[config.mk]
export PLATFORM = sky130hd
export DESIGN_NAME = huff_encoder_n_flat
export DESIGN_NICKNAME = d
export VERILOG_FILES = /design/src/rtl/huff_encoder_n_if.sv /design/src/rtl/huff_encoder_n.sv /design/src/flat_wrapper.sv
export SDC_FILE = /design/constraint.sdc
export NUM_CORES = 1
export LEC_CHECK = 0
export ABC_AREA = 1
export BUFFER_PORTS_ARGS = -buffer_cell sky130_fd_sc_hd__buf_2
export CAP_MARGIN = 40
export CORE_UTILIZATION = 45
export DETAILED_ROUTE_END_ITERATION = 6
export MAX_ROUTING_LAYER = met4
export SYNTH_ARGS = -nofsm -noshare
export SYNTH_HDL_FRONTEND = slang
export SYNTH_SLANG_ARGS = --single-unit
[constraint.sdc]
create_clock -name clk -period 51.6 [get_ports clk]
set_input_delay 5.16 -clock clk [delete_from_list [all_inputs] [get_ports clk]]
set_output_delay 5.16 -clock clk [all_outputs]
set_load 0.005 [all_outputs]
[src/rtl/huff_encoder_n_if.sv]
// Load and codebook handshake bundle for huff_encoder_n.
// The encoder connects through the slave modport; its driver and sink use master.
interface huff_encoder_n_if #(
  parameter int unsigned NSYM   = 4,
  parameter int unsigned SYM_W  = 8,
  parameter int unsigned FREQ_W = 4
);
  localparam int unsigned CODE_W = NSYM - 1;
  localparam int unsigned LEN_W  = $clog2(NSYM) + 1;

  logic              in_valid;
  logic              in_ready;
  logic [SYM_W-1:0]  in_sym;
  logic [FREQ_W-1:0] in_freq;
  logic              out_valid;
  logic              out_ready;
  logic [SYM_W-1:0]  out_sym;
  logic [CODE_W-1:0] out_code;
  logic [LEN_W-1:0]  out_len;
  logic [CODE_W-1:0] out_mask;
  logic              out_last;
  logic              busy;

  modport master (
    output in_valid, in_sym, in_freq, out_ready,
    input  in_ready, out_valid, out_sym, out_code, out_len, out_mask, out_last, busy
  );

  modport slave (
    input  in_valid, in_sym, in_freq, out_ready,
    output in_ready, out_valid, out_sym, out_code, out_len, out_mask, out_last, busy
  );
endinterface

[src/rtl/huff_encoder_n.sv]
// Huffman codebook generator: loads NSYM (symbol, frequency) pairs, merges one node per
// cycle, resolves codes root-down, then streams one record per symbol in load order.
module huff_encoder_n #(
  parameter int unsigned NSYM   = 4,
  parameter int unsigned SYM_W  = 8,
  parameter int unsigned FREQ_W = 4
) (
  input logic             clk,
  input logic             reset,
  huff_encoder_n_if.slave bus
);

  localparam int unsigned CODE_W = NSYM - 1;
  localparam int unsigned LEN_W  = $clog2(NSYM) + 1;
  localparam int unsigned W_W    = FREQ_W + $clog2(NSYM);
  localparam int unsigned NODES  = 2 * NSYM - 1;
  localparam int unsigned IDX_W  = $clog2(NODES);

  typedef enum logic [1:0] {StLoad, StBuild, StAssign, StEmit} state_e;

  state_e            state_q, state_d;
  logic [IDX_W-1:0]  cnt_q, cnt_d;

  logic [W_W-1:0]    weight_q [NODES];
  logic [IDX_W-1:0]  parent_q [NODES];
  logic [CODE_W-1:0] code_q   [NODES];
  logic [LEN_W-1:0]  len_q    [NODES];
  logic [SYM_W-1:0]  sym_q    [NODES];
  logic [NODES-1:0]  branch_q;
  logic [NODES-1:0]  active_q;

  logic              load_hs, emit_hs, last_sym;
  logic              min_found, sec_found;
  logic [IDX_W-1:0]  min_idx, sec_idx, new_idx, par_idx;
  logic [W_W-1:0]    min_w, sec_w, sum_w;

  assign load_hs  = (state_q == StLoad) && bus.in_valid;
  assign emit_hs  = (state_q == StEmit) && bus.out_ready;
  assign last_sym = (cnt_q == IDX_W'(NSYM - 1));
  assign new_idx  = IDX_W'(NSYM) + cnt_q;
  assign par_idx  = parent_q[cnt_q];
  assign sum_w    = min_w + sec_w;

  // Ascending scan with strict less-than gives ties to the lowest index.
  always_comb begin
    min_found = 1'b0;
    min_idx   = '0;
    min_w     = '0;
    sec_found = 1'b0;
    sec_idx   = '0;
    sec_w     = '0;
    for (int n = 0; n < NODES; n++) begin
      if (active_q[n] && (!min_found || weight_q[n] < min_w)) begin
        min_found = 1'b1;
        min_idx   = IDX_W'(n);
        min_w     = weight_q[n];
      end
    end
    for (int n = 0; n < NODES; n++) begin
      if (active_q[n] && (IDX_W'(n) != min_idx) && (!sec_found || weight_q[n] < sec_w)) begin
        sec_found = 1'b1;
        sec_idx   = IDX_W'(n);
        sec_w     = weight_q[n];
      end
    end
  end

  always_comb begin
    state_d = state_q;
    cnt_d   = cnt_q;
    unique case (state_q)
      StLoad: begin
        if (load_hs) begin
          if (last_sym) begin
            state_d = StBuild;
            cnt_d   = '0;
          end else begin
            cnt_d = cnt_q + 1'b1;
          end
        end
      end
      StBuild: begin
        if (cnt_q == IDX_W'(NSYM - 2)) begin
          state_d = StAssign;
          cnt_d   = IDX_W'(NODES - 2);
        end else begin
          cnt_d = cnt_q + 1'b1;
        end
      end
      StAssign: begin
        if (cnt_q == '0) begin
          state_d = StEmit;
        end else begin
          cnt_d = cnt_q - 1'b1;
        end
      end
      StEmit: begin
        if (emit_hs) begin
          if (last_sym) begin
            state_d = StLoad;
            cnt_d   = '0;
          end else begin
            cnt_d = cnt_q + 1'b1;
          end
        end
      end
      default: begin
        state_d = StLoad;
        cnt_d   = '0;
      end
    endcase
  end

  always_ff @(posedge clk or negedge reset) begin
    if (!reset) begin
      state_q <= StLoad;
      cnt_q   <= '0;
    end else begin
      state_q <= state_d;
      cnt_q   <= cnt_d;
    end
  end

  always_ff @(posedge clk or negedge reset) begin
    if (!reset) begin
      for (int n = 0; n < NODES; n++) begin
        weight_q[n] <= '0;
        parent_q[n] <= '0;
        code_q[n]   <= '0;
        len_q[n]    <= '0;
        sym_q[n]    <= '0;
      end
      branch_q <= '0;
      active_q <= '0;
    end else begin
      case (state_q)
        StLoad: begin
          if (load_hs) begin
            sym_q[cnt_q]    <= bus.in_sym;
            weight_q[cnt_q] <= W_W'(bus.in_freq);
            active_q[cnt_q] <= 1'b1;
          end
        end
        StBuild: begin
          // The newest node is the root after the final merge, so it starts at code 0, len 0.
          weight_q[new_idx] <= sum_w;
          code_q[new_idx]   <= '0;
          len_q[new_idx]    <= '0;
          active_q[new_idx] <= 1'b1;
          parent_q[min_idx] <= new_idx;
          parent_q[sec_idx] <= new_idx;
          branch_q[min_idx] <= 1'b0;
          branch_q[sec_idx] <= 1'b1;
          active_q[min_idx] <= 1'b0;
          active_q[sec_idx] <= 1'b0;
        end
        StAssign: begin
          code_q[cnt_q] <= (code_q[par_idx] << 1) | CODE_W'(branch_q[cnt_q]);
          len_q[cnt_q]  <= len_q[par_idx] + LEN_W'(1);
        end
        StEmit: begin
          // Drop the surviving root so the next block starts with a clean active set.
          if (emit_hs && last_sym) begin
            active_q <= '0;
          end
        end
        default: ;
      endcase
    end
  end

  logic emit;
  assign emit = (state_q == StEmit);

  assign bus.in_ready  = (state_q == StLoad);
  assign bus.busy      = (state_q != StLoad);
  assign bus.out_valid = emit;
  assign bus.out_sym   = emit ? sym_q[cnt_q] : '0;
  assign bus.out_code  = emit ? code_q[cnt_q] : '0;
  assign bus.out_len   = emit ? len_q[cnt_q] : '0;
  assign bus.out_mask  = emit ? ~({CODE_W{1'b1}} << len_q[cnt_q]) : '0;
  assign bus.out_last  = emit && last_sym;

endmodule

[src/flat_wrapper.sv]
// flat-port wrapper written by rule: the top's interface ports become plain ports
module huff_encoder_n_flat 
#(
  parameter int unsigned NSYM   = 4,
  parameter int unsigned SYM_W  = 8,
  parameter int unsigned FREQ_W = 4
)
  (clk, reset, bus_in_valid, bus_in_sym, bus_in_freq, bus_out_ready, bus_in_ready, bus_out_valid, bus_out_sym, bus_out_code, bus_out_len, bus_out_mask, bus_out_last, bus_busy);
  huff_encoder_n_if #(.NSYM(NSYM), .SYM_W(SYM_W), .FREQ_W(FREQ_W)) bus_i ();
  input logic clk;
  input logic reset;
  input wire logic [$bits(bus_i.in_valid)-1:0] bus_in_valid;
  input wire logic [$bits(bus_i.in_sym)-1:0] bus_in_sym;
  input wire logic [$bits(bus_i.in_freq)-1:0] bus_in_freq;
  input wire logic [$bits(bus_i.out_ready)-1:0] bus_out_ready;
  output wire logic [$bits(bus_i.in_ready)-1:0] bus_in_ready;
  output wire logic [$bits(bus_i.out_valid)-1:0] bus_out_valid;
  output wire logic [$bits(bus_i.out_sym)-1:0] bus_out_sym;
  output wire logic [$bits(bus_i.out_code)-1:0] bus_out_code;
  output wire logic [$bits(bus_i.out_len)-1:0] bus_out_len;
  output wire logic [$bits(bus_i.out_mask)-1:0] bus_out_mask;
  output wire logic [$bits(bus_i.out_last)-1:0] bus_out_last;
  output wire logic [$bits(bus_i.busy)-1:0] bus_busy;
  assign bus_i.in_valid = bus_in_valid;
  assign bus_i.in_sym = bus_in_sym;
  assign bus_i.in_freq = bus_in_freq;
  assign bus_i.out_ready = bus_out_ready;
  assign bus_in_ready = bus_i.in_ready;
  assign bus_out_valid = bus_i.out_valid;
  assign bus_out_sym = bus_i.out_sym;
  assign bus_out_code = bus_i.out_code;
  assign bus_out_len = bus_i.out_len;
  assign bus_out_mask = bus_i.out_mask;
  assign bus_out_last = bus_i.out_last;
  assign bus_busy = bus_i.busy;
  huff_encoder_n #(.NSYM(NSYM), .SYM_W(SYM_W), .FREQ_W(FREQ_W)) u_core (.clk(clk), .reset(reset), .bus(bus_i));
endmodule
==> flow_metrics.py, run 1 <==
metrics = {
    "run_status": {
        "status": "finished clean",
    },
    "synthesis": {
        "yosys.area.top_type": "dfrtp_1",
        "synthMuxAreaShare": 0,
        "ys_seq_area_frac": 0.387,
        "async_flop_share": 1.00,
        "synth_top_family_by_area": "simple AND/OR/NAND/NOR gates",
        "synth_compound_area_frac": 0.205,
        "synth-seq-cells": 180,
        "yosys.area_share.simple": 0.235,
        "yosysMostFrequentCell": "nand2_1",
        "synth-main-ff-cell": "dfrtp_1",
        "syn-cell-area_um2": 11700,
        "synthXorXnorAreaFrac": 0.00376,
        "yosysTopAreaCellShare": 0.387,
        "yosysUniqueCellTypes": 49,
        "syn-num-nets": 1667,
        "synthTopCellsByArea": "dfrtp_1, nand2_1, ha_1",
        "syn_inst": 1573,
        "yosys.area_share.adder": 0.0844,
        "yosys_warnings": 0,
        "avgSynthCellArea_um2": 7.41,
        "synth_commonest_cells": "nand2_1, inv_1, dfrtp_1",
        "synth_edf_count": 0,
    },
    "drt": {
        "drt-initial-drc-count": 945,
        "vias": 11082,
        "drc": 0,
        "wire_per_inst_um": 19.1,
        "drt-pass1-iter-count": 5,
        "ant_nets": 0,
        "drt-total-wl_um": 37000,
        "viasPerCell": 5.70,
    },
    "min_path": {
        "min_path_type": "flip-flop to flip-flop",
    },
    "clocking": {
        "cts_tree": "yes",
        "postCtsSetupBuffers": 0,
        "clk_pin_slew_worst_paths_ns": 0.08,
        "ctsHtreeMaxLevel": 4,
        "cts_buffers": 17,
        "clk_latency_ns": 0.44,
        "clockBufferDepth": 2,
        "cts_hold_buffers": 0,
        "cts.sinks": 180,
        "cts-root-buf": "clkbuf_16",
        "ctsResizeCount": 0,
    },
    "placed_design": {
        "portBuffers": 36,
        "place_worst_setup_slack_ns": 33.09,
        "dp_hpwl_um": 26800,
        "gp_congestion": 0.940,
    },
    "timing": {
        "finalHoldViolations": 0,
        "grt_setup_unrepaired": "false",
        "fin_crit_sh": 0.362,
        "max_freq_ghz": 0.0535,
        "skew_ns": 0.0187,
        "finalCriticalPeriod_ns": 18.69,
        "slew_headroom": 0.394,
        "setup_ws_ns": 32.91,
        "maxSlewViolCount": 0,
        "setup_violations": 0,
        "worst_pin_slew_ns": 0.899,
        "tns_ns": 0,
    },
    "die": {
        "io_pins": 37,
        "die_h_um": 163,
        "initial_core_util": 0.460,
        "core-area_um2": 25300,
        "num_rows": 58,
        "die_x_um": 163,
        "die_area_um2": 26500,
    },
    "finish": {
        "nFillCells": 2549,
        "syn_to_final_growth_pct": 9.40,
        "diodes": 0,
        "final_nets": 1694,
        "drive_gt1_frac": 0.0856,
    },
    "worst_setup_path": {
        "crit_path_max_incr_delay_ns": 0.59,
        "cp.arrival_ns": 18.99,
        "criticalPathCategory": "flip-flop to flip-flop",
        "cp_common_cell": "nand2_1",
        "crit_path_start_kind": "flip-flop",
        "cp.required_ns": 51.90,
        "crit_path_end_kind": "flip-flop",
        "crit_slowest_cell": "xnor2_1",
        "critPathMaxFanout": 26,
    },
    "global_routing": {
        "grt_pass1_vias": 10685,
        "grt_max_degree": 69,
        "grt_overflow_total": 0,
        "antenna_found_initial": 0,
        "grt_pass1_wl_um": 58700,
        "track_usage": 0.297,
    },
    "job": {
        "max_cap_viol_count": 0,
    },
}
-- logic make-up after synthesis --
group / count (synthesis)
buf+inv: 247
xor+xnor: 5
flops: 180
compound gates: 411
simple gates: 652
fa+ha+maj: 78
-- worst max-delay path, delay by kind of cell (launching register included) --
family | cells | cell delay [ns]
buffers and inverters | 4 | 0.59
AND/OR/NAND/NOR | 58 | 5.61
XOR/XNOR | 1 | 0.59
flip-flops | 1 | 0.57
AO/OA/AOI/OAI | 34 | 6.79
adder cells (fa/ha/maj) | 14 | 4.32
-- routing by layer --
layer  global-route usage  share of wire  vias up
met5                    -              0        -
met4                0.110          0.035        0
met3               0.0362          0.057      107
met2                0.477           0.47      408
met1                0.384           0.44     5233
li1                     -              -     5334
-- sequential cells by signal, indices dropped and copies added (netlist names) --
signal	flops
u_core.code_q	21
u_core.sym_q	56
u_core.len_q	21
u_core.state_q	2
u_core.active_q	7
u_core.branch_q	7
u_core.cnt_q	3
u_core.weight_q	42
u_core.parent_q	21
-- layout by cell type, fill, tap and decap left out, types with 5 or more instances in the layout --
cell type  Yosys  routed
dfrtp_1      180     180
inv_8          0       5
buf_4         10      15
nand3_1       72      72
nand2_2       25      25
nand2_1      398     398
a221oi_1      15      15
ha_1          77      77
a41oi_1        6       6
o22ai_1       57      57
nand4_2        5       5
o31ai_1        6       6
o211ai_1       7       7
a211oi_1      13      13
buf_2          6      41
o32ai_1        7       7
a22oi_1       10      10
o21ai_0      179     179
nor2_1       133     132
clkbuf_16      0      17
o21a_1         5       5
a21oi_1       73      73
o21ai_1       15      15
a31oi_1        7       7
inv_1        190     190
-- area by class of cell --
cell class	count	area [um2]	area share
multi-input combinational	1146	6150	0.483
clock buffer	18	439	0.0344
sequential	180	4500	0.353
clock inverter	14	158	0.0124
tap	330	413	0.0324
timing repair buffer	58	343	0.0269
inverter	197	739	0.0580
-- stage by stage --
step	area, um2	std cells	hold slack, ns	util
floorplan	11700	1573	0.442	-
global placement	12100	1902	0.465	0.478
detailed placement	12200	1911	0.466	0.480
CTS	12700	1943	0.489	0.503
global route	12700	1943	0.516	0.503
finish	12700	1943	0.488	0.503
-- worst paths after layout --
check / start / end / slack, ns / cells past startpoint
worst min register to register: u_core.sym_q[4] / u_core.sym_q[4] / 0.49 / 2
worst max register to register: u_core.active_q[0] / u_core.weight_q[32] / 32.91 / 111
worst min-delay path: u_core.sym_q[4] / u_core.sym_q[4] / 0.49 / 2
max in group asynchronous: reset / u_core.parent_q[16] / 45.65 / 2
min in group asynchronous: reset / u_core.weight_q[6] / 4.71 / 1
worst max-delay path: u_core.active_q[0] / u_core.weight_q[32] / 32.91 / 111
Power of run 1 is not shown: default switching activity piles up to over one toggle a cycle in this logic, so the estimate is an artifact.
==> inputs of run 2 (changes only) <==
==> constraint.sdc (replaced) <==
create_clock -name clk -period 16.6 [get_ports clk]
set_input_delay 1.66 -clock clk [delete_from_list [all_inputs] [get_ports clk]]
set_output_delay 1.66 -clock clk [all_outputs]
set_load 0.005 [all_outputs]
==> run 2 against run 1 <==
Compared with the run above: routed wire length down 2.0%; final cell count up 2.1%; sequential cell count unchanged; die area unchanged; critical endpoint is now u_core.weight_q[1]; global-route usage down 0.87 points; register-to-register slack worse by 32 ns; critical path type unchanged; clock skew down 0.0037 ns; final area up 5.1%; via count up 1.5%; hold slack about the same; critical path depth up 7.
==> flow_metrics.py, run 2 (same netlist as run 1, synthesis figures left out) <==
metrics = {
    "clocking": {
        "clockBufferDepth": 2,
        "clk_latency_ns": 0.44,
        "ctsHtreeMaxLevel": 4,
        "cts-root-buf": "clkbuf_16",
        "cts_tree": "yes",
        "cts.sinks": 180,
        "cts_buffers": 17,
        "clk_pin_slew_worst_paths_ns": 0.07,
    },
    "timing": {
        "setup_violations": 0,
        "worst_pin_slew_ns": 0.913,
        "max_freq_ghz": 0.0651,
        "finalCriticalPeriod_ns": 15.35,
        "hold_ws_ns": 0.487,
        "finalHoldViolations": 0,
        "setup_ws_ns": 1.25,
        "maxSlewViolCount": 0,
        "fin_crit_sh": 0.925,
        "skew_ns": 0.0150,
        "tns_ns": 0,
        "slew_headroom": 0.385,
    },
    "drt": {
        "drt-pass1-iter-count": 5,
        "drt-total-wl_um": 36300,
        "vias": 11252,
        "drc": 0,
        "drt-initial-drc-count": 941,
        "ant_nets": 0,
        "viasPerCell": 5.67,
        "wire_per_inst_um": 18.3,
    },
    "global_routing": {
        "grt_pass1_vias": 10706,
        "grt_overflow_total": 0,
        "track_usage": 0.288,
        "antenna_found_initial": 0,
        "grt_pass1_wl_um": 57400,
        "grt_max_degree": 102,
    },
    "die": {
        "num_rows": 58,
        "io_pins": 37,
        "die_area_um2": 26500,
        "core-area_um2": 25300,
        "initial_core_util": 0.460,
        "die_x_um": 163,
        "die_h_um": 163,
    },
    "finish": {
        "drive_gt1_frac": 0.134,
        "final_cell_mix": "nand2_1, inv_1, dfrtp_1",
        "syn_to_final_growth_pct": 15.0,
        "final_core_util": 0.529,
        "final_common_cell": "nand2_1",
        "reg_top3": "u_core.sym_q (56), u_core.weight_q (42)",
        "largest_reg_flops": 56,
        "final_nets": 1735,
        "diodes": 0,
        "nFillCells": 2476,
        "regMostFlops": "u_core.sym_q",
    },
    "worst_setup_path": {
        "criticalPathCategory": "flip-flop to flip-flop",
        "reg2regPathDepth": 118,
        "cp.arrival_ns": 15.71,
        "crit_path_max_incr_delay_ns": 0.68,
        "critPathMaxFanout": 20,
        "cpLargestDelayFamily": "simple AND/OR/NAND/NOR gates",
        "crit_slowest_cell": "fa_1",
        "crit_buf_inv": 7,
        "reg2reg_to": "u_core.weight_q[1]",
        "cp_common_cell": "nand2_1",
        "rr_startpoint": "u_core.active_q[0]",
        "cp.required_ns": 16.96,
        "crit_path_start_kind": "flip-flop",
        "r2r_slack_ns": 1.25,
        "crit_path_end_kind": "flip-flop",
    },
    "run_status": {
        "status": "finished clean",
    },
    "min_path": {
        "hold_end": "u_core.parent_q[5]",
        "holdPathStages": 2,
        "hp-start": "u_core.parent_q[5]",
        "min_path_type": "flip-flop to flip-flop",
    },
    "placed_design": {
        "portBuffers": 36,
        "gp_congestion": 0.956,
        "dp_hpwl_um": 26300,
        "place_worst_setup_slack_ns": -0.539,
    },
    "job": {
        "max_cap_viol_count": 0,
    },
}
-- run 2: metrics by stage --
stage | instance area (um2) | std cells
CTS | 13100 | 1974
finish | 13400 | 1984
detailed placement | 12400 | 1942
global placement | 12300 | 1933
floorplan | 11700 | 1573
global route | 13400 | 1984
-- run 2: final cells by class --
| class | count | area [um2] | share of cell area |
|---|---|---|---|
| multi-input combinational | 1146 | 6400 | 0.478 |
| sequential | 180 | 4510 | 0.336 |
| inverter | 197 | 742 | 0.0554 |
| tap | 330 | 413 | 0.0308 |
| clock buffer | 19 | 443 | 0.0330 |
| clock inverter | 13 | 218 | 0.0162 |
| timing repair buffer | 99 | 682 | 0.0509 |
-- run 2: timing repair --
item / CTS / global route
gates resized for setup: 17 / 72
hold buffers: 0 / 0
setup endpoints to repair: 40 / 77
pin swaps: 0 / 10
buffers inserted: 0 / 10
-- run 2: how the worst max path moves through the flow --
stage | start | endpoint | slack [ns] | cells after the start
floorplan | u_core.active_q[0] | u_core.weight_q[23] | 0.29 | 129
global placement | u_core.active_q[0] | u_core.weight_q[1] | 0.09 | 110
detailed placement | u_core.active_q[0] | u_core.weight_q[41] | -0.54 | 114
CTS | u_core.active_q[0] | u_core.weight_q[41] | 0.06 | 120
global route | u_core.active_q[0] | u_core.weight_q[35] | -0.18 | 125
finish | u_core.active_q[0] | u_core.weight_q[1] | 1.25 | 118
-- run 2: worst min-delay path: cells and delay by family (launching register included) --
kind             cells  cell delay (ns)
DFF                  1             0.35
and+or+nand+nor      2             0.10
-- run 2: metal layers --
layer	share of wire	vias to the layer above	global-route usage
met5	0	-	-
met4	0.022	0	0.0905
met3	0.061	66	0.0346
met2	0.47	399	0.461
met1	0.45	5356	0.380
li1	-	5431	-
Power of run 2 is left out for the same reason.
==> inputs of run 3 (changes only) <==
==> constraint.sdc (replaced) <==
create_clock -name clk -period 16.6 [get_ports clk]
set_input_delay 3.32 -clock clk [delete_from_list [all_inputs] [get_ports clk]]
set_output_delay 3.32 -clock clk [all_outputs]
set_load 0.005 [all_outputs]
==> run 3 against run 2 <==
Compared with the run above: clock-buffer cell count fell by 1; sequential share of layout area is 0.050 points lower; routed wire length is 1.0% higher; clock skew decreased by 0.0036 ns; utilization rose by 0.079 points; final cell count barely moved; global-route usage up 0.086 points.
==> flow_metrics.py, run 3 (same netlist as run 1, synthesis figures left out) <==
metrics = {
    "worst_setup_path": {
        "rr_startpoint": "u_core.active_q[0]",
        "critPathMaxFanout": 11,
        "cp.required_ns": 16.93,
        "crit_path_start_kind": "flip-flop",
        "cp.arrival_ns": 15.66,
        "criticalPathCategory": "flip-flop to flip-flop",
        "reg2reg_to": "u_core.weight_q[5]",
        "cp_common_cell": "nand2_1",
        "reg2regPathDepth": 123,
        "crit_path_end_kind": "flip-flop",
        "r2r_slack_ns": 1.28,
        "crit_slowest_cell": "dfrtp_2",
        "crit_path_max_incr_delay_ns": 0.42,
    },
    "clocking": {
        "clockBufferDepth": 2,
        "ctsHtreeMaxLevel": 4,
        "cts_tree": "yes",
        "clk_latency_ns": 0.44,
        "cts_buffers": 17,
        "cts-root-buf": "clkbuf_16",
        "clk_pin_slew_worst_paths_ns": 0.07,
        "cts.sinks": 180,
    },
    "timing": {
        "worst_pin_slew_ns": 0.865,
        "setup_ws_ns": 1.28,
        "max_freq_ghz": 0.0653,
        "skew_ns": 0.0114,
        "slew_headroom": 0.417,
        "tns_ns": 0,
        "finalCriticalPeriod_ns": 15.32,
        "setup_violations": 0,
        "maxSlewViolCount": 0,
        "finalHoldViolations": 0,
        "fin_crit_sh": 0.923,
    },
    "finish": {
        "final_common_cell": "nand2_1",
        "final_cells": 1983,
        "regMostFlops": "u_core.sym_q",
        "diodes": 0,
        "largest_reg_flops": 56,
        "final_cell_mix": "nand2_1, inv_1, dfrtp_1",
        "nFillCells": 2493,
        "drive_gt1_frac": 0.143,
        "multi_input_area_um2": 6510,
        "final_nets": 1734,
        "reg_top3": "u_core.sym_q (56), u_core.weight_q (42)",
        "register_area_um2": 4510,
        "final_core_util": 0.530,
        "syn_to_final_growth_pct": 15.2,
    },
    "global_routing": {
        "antenna_found_initial": 0,
        "grt_overflow_total": 0,
        "track_usage": 0.289,
        "grt_max_degree": 107,
        "grt_pass1_wl_um": 57200,
        "grt_pass1_vias": 10577,
    },
    "placed_design": {
        "portBuffers": 36,
        "place_worst_setup_slack_ns": -0.575,
        "gp_congestion": 0.926,
        "placed_cells_incl_taps": 1944,
        "dp_hpwl_um": 26300,
    },
    "drt": {
        "viasPerCell": 5.64,
        "drt-pass1-iter-count": 5,
        "drt-total-wl_um": 36600,
        "drc": 0,
        "wire_per_inst_um": 18.5,
        "drt-initial-drc-count": 991,
        "vias": 11184,
        "ant_nets": 0,
    },
    "min_path": {
        "min_path_type": "flip-flop to flip-flop",
        "holdPathStages": 2,
        "hold_end": "u_core.sym_q[46]",
        "hp-start": "u_core.sym_q[46]",
    },
    "die": {
        "die_area_um2": 26500,
        "core-area_um2": 25300,
        "die_h_um": 163,
        "die_x_um": 163,
        "initial_core_util": 0.460,
        "io_pins": 37,
        "num_rows": 58,
    },
    "job": {
        "max_cap_viol_count": 0,
    },
    "run_status": {
        "status": "finished clean",
    },
}
run 3: how the worst max path moves through the flow:
stage                             from             endpoint  slack [ns]
finish              u_core.active_q[0]   u_core.weight_q[5]        1.28
global route        u_core.active_q[0]  u_core.weight_q[23]       -0.14
CTS                 u_core.active_q[0]   u_core.weight_q[5]       0.005
detailed placement  u_core.active_q[0]   u_core.weight_q[5]       -0.57
global placement    u_core.active_q[0]  u_core.weight_q[35]      -0.008
floorplan           u_core.active_q[0]  u_core.weight_q[23]        0.29
run 3: through the flow:
| step | hold WS [ns] | area, um2 |
|---|---|---|
| after floorplan | 0.442 | 11700 |
| after global placement | 0.465 | 12300 |
| after detailed placement | 0.472 | 12400 |
| after CTS | 0.490 | 13000 |
| after global routing | 0.509 | 13400 |
| final | 0.486 | 13400 |
run 3: area by class of cell:
cell class                      instances  share of cell area
Multi-Input combinational cell       1149               0.485
Sequential cell                       180               0.336
Timing Repair Buffer                   95              0.0494
Clock buffer                           18              0.0327
Inverter                              197              0.0555
Tap cell                              330              0.0308
Clock inverter                         14              0.0113
run 3: worst max-delay path: cells and delay by family (launching register included):
kind                       cells  cell delay, ns
buffers and inverters          6            0.44
and+or+nand+nor               67            5.54
xor gates and xnor gates       1            0.21
adders and majority gates     13            3.75
AOI/OAI and AO/OA             36            4.81
DFF                            1            0.42
run 3: metal layers:
metal	global-route usage	share of wire	wire length, um
met5	-	0	0
met4	0.0956	0.024	869
met3	0.0351	0.051	1860
met2	0.456	0.47	17200
met1	0.385	0.46	16700
run 3: timing repair:
item | CTS | global route
setup buffers | 0 | 4
hold buffers | 0 | 0
resized for setup | 23 | 91
endpoints found under the setup margin | 37 | 77
cloned | 0 | 3
pin swaps | 0 | 13
Power of run 3 is left out for the same reason.
